$ cat src/rtl/avalon_write_buffer.sv
// Avalon-MM posted-write bridge. Slave writes go into a small FIFO that drains to
// m0 in order. Slave reads are answered from the FIFO on a full-word hit and forwarded to m0 otherwise.
module avalon_write_buffer #(
    parameter int DEPTH = 4,
    parameter int AW    = 32,
    parameter int DW    = 32
) (
    input  logic            clk,
    input  logic            reset,
    input  logic [AW-1:0]   avs_s0_address,
    output logic [DW-1:0]   avs_s0_readdata,
    input  logic [DW-1:0]   avs_s0_writedata,
    input  logic [DW/8-1:0] avs_s0_byteenable,
    input  logic            avs_s0_read,
    input  logic            avs_s0_write,
    output logic            avs_s0_readdatavalid,
    output logic            avs_s0_waitrequest,
    input  logic            avs_s0_chipselect,
    output logic [AW-1:0]   avm_m0_address,
    input  logic [DW-1:0]   avm_m0_readdata,
    output logic [DW-1:0]   avm_m0_writedata,
    output logic [DW/8-1:0] avm_m0_byteenable,
    output logic            avm_m0_read,
    output logic            avm_m0_write,
    input  logic            avm_m0_readdatavalid,
    input  logic            avm_m0_waitrequest,
    output logic            avm_m0_chipselect
);

    localparam int BW = DW / 8;
    localparam int PW = (DEPTH > 1) ? $clog2(DEPTH) : 1;
    localparam int CW = $clog2(DEPTH + 1);

    typedef enum logic [1:0] {
        S_IDLE,
        S_WR,
        S_RD,
        S_RDWAIT
    } state_t;

    logic [AW-1:0] addr_mem [DEPTH];
    logic [DW-1:0] data_mem [DEPTH];
    logic [BW-1:0] be_mem   [DEPTH];

    state_t        state_q, state_d;
    logic [PW-1:0] head_q, head_d;
    logic [PW-1:0] tail_q, tail_d;
    logic [CW-1:0] count_q, count_d;
    logic [AW-1:0] m0_addr_q, m0_addr_d;
    logic [DW-1:0] m0_wdata_q, m0_wdata_d;
    logic [BW-1:0] m0_be_q, m0_be_d;
    logic          m0_read_q, m0_read_d;
    logic          m0_write_q, m0_write_d;
    logic          m0_cs_q, m0_cs_d;
    logic          rdv_q, rdv_d;
    logic [DW-1:0] rdata_q, rdata_d;

    logic          wr_req, rd_req, rd_miss, fifo_full;
    logic          push, pop, s0_wait;
    logic          hit_any, hit_full;
    logic [DW-1:0] hit_data;
    logic [BW-1:0] hit_be;

    logic [PW-1:0]    slot_idx [DEPTH];
    logic [DEPTH-1:0] slot_match;

    assign wr_req    = avs_s0_chipselect && avs_s0_write;
    assign rd_req    = avs_s0_chipselect && avs_s0_read && !avs_s0_write;
    assign fifo_full = (count_q == CW'(DEPTH));

    // Slot gi is the gi-th oldest entry; DEPTH is a power of two so the pointer wraps for free.
    for (genvar gi = 0; gi < DEPTH; gi++) begin : g_slot
        assign slot_idx[gi]   = head_q + PW'(gi);
        assign slot_match[gi] = (CW'(gi) < count_q) &&
                                (addr_mem[slot_idx[gi]] == avs_s0_address);
    end

    always_comb begin
        hit_any  = 1'b0;
        hit_data = '0;
        hit_be   = '0;
        for (int i = 0; i < DEPTH; i++) begin
            if (slot_match[i]) begin
                hit_any  = 1'b1;
                hit_data = data_mem[slot_idx[i]];
                hit_be   = be_mem[slot_idx[i]];
            end
        end
    end

    assign hit_full = &hit_be;
    assign rd_miss  = rd_req && !hit_any;

    always_comb begin
        state_d    = state_q;
        head_d     = head_q;
        tail_d     = tail_q;
        count_d    = count_q;
        m0_addr_d  = m0_addr_q;
        m0_wdata_d = m0_wdata_q;
        m0_be_d    = m0_be_q;
        m0_read_d  = m0_read_q;
        m0_write_d = m0_write_q;
        m0_cs_d    = m0_cs_q;
        rdv_d      = 1'b0;
        rdata_d    = rdata_q;
        s0_wait    = 1'b0;
        push       = 1'b0;
        pop        = 1'b0;

        if (wr_req) begin
            push    = !fifo_full;
            s0_wait = fifo_full;
        end else if (rd_req) begin
            s0_wait = 1'b1;
            if (state_q == S_RD) begin
                s0_wait = avm_m0_waitrequest;
            end else if (state_q != S_RDWAIT && hit_any && hit_full) begin
                s0_wait = 1'b0;
                rdv_d   = 1'b1;
                rdata_d = hit_data;
            end
        end

        case (state_q)
            S_IDLE: begin
                // A read miss bypasses queued writes; a partial hit lets the drain run until it clears.
                if (rd_miss) begin
                    m0_addr_d = avs_s0_address;
                    m0_be_d   = avs_s0_byteenable;
                    m0_read_d = 1'b1;
                    m0_cs_d   = 1'b1;
                    state_d   = S_RD;
                end else if (count_q != '0) begin
                    m0_addr_d  = addr_mem[head_q];
                    m0_wdata_d = data_mem[head_q];
                    m0_be_d    = be_mem[head_q];
                    m0_write_d = 1'b1;
                    m0_cs_d    = 1'b1;
                    state_d    = S_WR;
                end
            end
            S_WR: begin
                if (!avm_m0_waitrequest) begin
                    pop        = 1'b1;
                    m0_write_d = 1'b0;
                    m0_cs_d    = 1'b0;
                    state_d    = S_IDLE;
                end
            end
            S_RD: begin
                if (!avm_m0_waitrequest) begin
                    m0_read_d = 1'b0;
                    m0_cs_d   = 1'b0;
                    state_d   = S_RDWAIT;
                end
            end
            S_RDWAIT: begin
                if (avm_m0_readdatavalid) begin
                    state_d = S_IDLE;
                end
            end
            default: state_d = S_IDLE;
        endcase

        if (push) begin
            tail_d = tail_q + PW'(1);
        end
        if (pop) begin
            head_d = head_q + PW'(1);
        end
        count_d = count_q + CW'(push) - CW'(pop);
    end

    always_ff @(posedge clk) begin
        if (push) begin
            addr_mem[tail_q] <= avs_s0_address;
            data_mem[tail_q] <= avs_s0_writedata;
            be_mem[tail_q]   <= avs_s0_byteenable;
        end
    end

    always_ff @(posedge clk or posedge reset) begin
        if (reset) begin
            state_q    <= S_IDLE;
            head_q     <= '0;
            tail_q     <= '0;
            count_q    <= '0;
            m0_addr_q  <= '0;
            m0_wdata_q <= '0;
            m0_be_q    <= '0;
            m0_read_q  <= 1'b0;
            m0_write_q <= 1'b0;
            m0_cs_q    <= 1'b0;
            rdv_q      <= 1'b0;
            rdata_q    <= '0;
        end else begin
            state_q    <= state_d;
            head_q     <= head_d;
            tail_q     <= tail_d;
            count_q    <= count_d;
            m0_addr_q  <= m0_addr_d;
            m0_wdata_q <= m0_wdata_d;
            m0_be_q    <= m0_be_d;
            m0_read_q  <= m0_read_d;
            m0_write_q <= m0_write_d;
            m0_cs_q    <= m0_cs_d;
            rdv_q      <= rdv_d;
            rdata_q    <= rdata_d;
        end
    end

    // While a forwarded read is in flight, m0's response is passed straight through.
    assign avs_s0_readdata      = (state_q == S_RDWAIT) ? avm_m0_readdata : rdata_q;
    assign avs_s0_readdatavalid = (state_q == S_RDWAIT) ? avm_m0_readdatavalid : rdv_q;
    assign avs_s0_waitrequest   = reset || s0_wait;

    assign avm_m0_address    = m0_addr_q;
    assign avm_m0_writedata  = m0_wdata_q;
    assign avm_m0_byteenable = m0_be_q;
    assign avm_m0_read       = m0_read_q;
    assign avm_m0_write      = m0_write_q;
    assign avm_m0_chipselect = m0_cs_q;

endmodule

$ cat config.mk
export PLATFORM = sky130hd
export DESIGN_NAME = avalon_write_buffer
export DESIGN_NICKNAME = d
export VERILOG_FILES = /design/src/rtl/avalon_write_buffer.sv
export SDC_FILE = /design/constraint.sdc
export NUM_CORES = 1
export LEC_CHECK = 0
export BUFFER_PORTS_ARGS = -buffer_cell sky130_fd_sc_hd__buf_4
export CAP_MARGIN = 10
export CORE_ASPECT_RATIO = 1.4
export CORE_MARGIN = 1.5
export CORE_UTILIZATION = 40
export CTS_CLUSTER_DIAMETER = 60
export DETAILED_ROUTE_END_ITERATION = 8
export SETUP_SLACK_MARGIN = 0.02
export SLEW_MARGIN = 40
export SYNTH_ARGS = -nofsm -noshare
export SYNTH_HDL_FRONTEND = slang
export SYNTH_SLANG_ARGS = --single-unit
$ cat constraint.sdc
create_clock -name clk -period 4.6 [get_ports clk]
set_input_delay 0.69 -clock clk [delete_from_list [all_inputs] [get_ports clk]]
set_output_delay 0.69 -clock clk [all_outputs]
set_load 0.02 [all_outputs]
==> flow_summary.ini <==
[outcome]
run_status = finished, violations left
failed_checks = setup timing

[setup_path]
cp-end-kind = output port
critPathKind = flip-flop to output port
cpMostUsedCell = buf_4
cp_slowest_cell = or4_4
cp.buffers_inverters = 5
worstPathRequired_ns = 3.91
critical_path_arrival_ns = 4.10
crit_path_start_kind = flip-flop
r2r_cells = 15
cp_top_family = simple AND/OR/NAND/NOR gates
path_cells = buf_4 > buf_4 > buf_12 > mux4_1 > xnor2_2 > nand4_1 > or4b_4 > or4_4 > o21ai_4 > o32ai_2 > a211oi_2 > o31ai_1 > buf_4 > buf_6
max_stage_delay_ns = 0.58
cp.depth = 14
worst-path-max-fanout = 20

[cells_and_area]
nets = 2221
final_core_util_pct = 49.43
stdcell_count = 2864
drive_gt1_share_pct = 29.98
final-seq-area_mm2 = 0.01100
nFillCells = 4880
area_growth_pct = 22.14
multiInputGateArea_mm2 = 0.01055

[clock_network]
clock_latency_ns = 0.58
cts_buffers = 42
clk_pin_slew_ns = 0.06
clk_root_buffer_cell = clkbuf_16
cts_sinks = 385
cts_tree = yes
cts_buffer_depth = 3
htreeDepth = 2

[sta]
fin_worst_skew_ns = 0.02991
min_period_over_period_pct = 104.1
setup_viol = 1
rsz0062_at_grt = true
slew_headroom_pct = 49.21
fmax_mhz = 208.9
fin_ws_ns = -0.1878
worst_pin_slew_ns = 0.7548
slew_viol_final = 0
period_minus_slack_ns = 4.788
hold_viol_final = 0

[synthesis]
synth_cells = 1855
synth_top_family_by_area = multiplexers
syn_avg_cell_area_um2 = 12.06
synth-adder-area-share_pct = 0.7609
synth_compound_area_share_pct = 13.17
ys_seq_elements = 385
synth_mux_area_share_pct = 20.50
synth_simple_gate_area_share_pct = 7.363
netlist-cell-type-count = 82
yosys.area.top_type_share_pct = 36.52
synth_flop_cell = edfxtp_1
yosys-top-cells-area = edfxtp_1 (37%), dfrtp_1 (13%), mux2i_1 (10%)
synth-edff-count = 272
syn_nets = 1975
yosysTopAreaCell = edfxtp_1
synthArstFlopShare_pct = 29.35
synthXorXnorAreaFrac_pct = 4.152
seq_area_frac_synth_pct = 49.17
netlist_area_mm2 = 0.02236
yosys_warnings = 0

[flow_run]
maxCapViolCount = 0

[placed_design]
placed_cells = 2762
place_ws_ns = 0.02117
dp_hpwl_um = 47680
port_buffers = 211
gp_congestion = 0.9353

[drt]
wl_met2_um = 35940
routed_wl_um = 70640
firstDrtPassIters = 5
drtIter0Drc = 1167
drtAntennaViolNets = 0
viasPerCell = 5.912
wl_met3_um = 3799
met1Wirelength_um = 28040
top_layer = met4
drc = 0
num_vias = 16931
avgRoutedWirePerCell_um = 24.66

[power_and_ir_drop]
power.density_mw_per_mm2 = 637.7
leakage_nw = 10.43
peakVddDrop_mv = 0.3858

[floorplanning]
num_rows = 102
dieArea_mm2 = 0.05735
die_height_um = 282.8
core_area_mm2 = 0.05526
io_pins = 212
start_util_pct = 40.47
fp.dieW_um = 202.8

[grt]
grt_max_degree = 72
grt_pass1_wl_um = 103800
antenna_found_initial = 1
grt_usage_pct = 24.01
overflow = 0
grt_pass1_vias = 16987

[min_path]
hp-class = input port to async pin
-- registers in the layout, summed over array words and instances (netlist names) --
name and cells:
data_mem 128, avm_m0_writedata 32, avm_m0_chipselect 1, count_q 3, addr_mem 128, rdv_q 1
tail_q 2, avm_m0_write 1, head_q 2, avm_m0_read 1, be_mem 16, state_q 2
avm_m0_byteenable 4, avm_m0_address 32, rdata_q 32
-- Yosys cell counts, drive strengths merged (46+ instances only) --
library cell,count
buf,81
dfrtp,113
o21ai,149
mux2i,227
inv,67
nor3,46
nand2,185
xnor2,83
edfxtp,272
mux2,52
mux4,75
clkbuf,78
-- area by class of cell --
cell class              count  area share (%)
well taps                 728           3.335
inverters                  68          0.9711
diodes                      1        0.009162
multi-input cells        1243           38.61
clock buffers              56           4.191
flip-flops and latches    385           40.28
clock inverters            22           1.223
repair buffers            361           11.38
-- routing by layer --
layer	track usage (%)	vias to the layer above
met1	29.06	8527
met3	3.181	147
li1	-	7613
met4	10.16	0
met2	42.89	644
met5	0	-
-- what timing repair did --
item	4_1_cts	5_1_grt
resized for setup	18	40
endpoints found under the setup margin	1	1
cloned	1	2
hold buffers	0	0
pin swaps	3	13
setup buffers	13	7
-- report_power, final --
part,internal (mW),total (mW),switching [mW],leakage (nW)
sequential,4.38,4.78,0.395,3.73
combinational,4.04,9.02,4.98,6.00
clock,2.17,3.62,1.45,0.705
total,10.6,17.4,6.82,10.4
-- stage by stage --
step	hold WS, ns	power [mW]	area (um2)	setup TNS (ns)
6_report	0.2111	17.42	27310	-0.1878
5_1_grt	0.2417	18.30	27310	-0.2923
4_1_cts	0.2714	17.25	27030	-0.2922
3_5_place_dp	0.4759	13.34	25270	0
3_3_place_gp	0.4653	13.20	25260	-0.001725
2_1_floorplan	0.4836	10.49	22360	0
-- worst register-to-register path: stages (launching register included) --
cell	delay [ns]
dfrtp_4	0.49
buf_4	0.17
buf_4	0.14
buf_12	0.16
mux4_1	0.28
xnor2_2	0.23
nand4_1	0.14
or4b_4	0.51
or4_4	0.58
o21ai_4	0.09
buf_4	0.34
o41ai_4	0.19
buf_6	0.19
a211oi_1	0.39
buf_4	0.18
a221o_1	0.11
-- cells by family after synthesis --
logic type | Yosys count
AOI/OAI and AO/OA | 420
muxes | 354
and+or+nand+nor | 350
xor gates and xnor gates | 106
buffers and inverters | 227
DFF | 385
adders and majority gates | 13
-- worst paths after layout --
path / slack (ns) / start / to
max: -0.19 / head_q[0] / avs_s0_waitrequest
min: 0.21 / reset / rdata_q[31]
max reg2reg: 0.32 / head_q[0] / avm_m0_address[7]
min reg2reg: 0.48 / avm_m0_writedata[16] / avm_m0_writedata[16]
max in group asynchronous: 3.43 / reset / avm_m0_address[31]
min in group clk: 0.30 / avs_s0_writedata[1] / data_mem[0][1]
-- layout by cell type (no fill, tap or decap), types with 8 or more instances in the layout --
master,n
o21ai_0,148
edfxtp_1,272
and2_1,11
mux2_2,50
xnor2_2,11
o221ai_1,8
buf_4,322
xor2_1,23
mux2i_1,218
a211oi_1,9
nor2b_1,11
nor2_1,25
clkbuf_16,45
dfrtp_1,111
o2bb2ai_1,9
mux4_2,70
nand4_1,13
inv_1,65
mux2i_2,8
a21oi_1,38
a221oi_1,43
nand2_1,185
clkbuf_1,11
buf_12,21
a221o_1,34
xnor2_1,72
o22ai_1,42
a31o_2,33
nor3_1,43
ha_1,11
buf_6,10
nor3b_1,9
(Power assumes the default switching activity.)
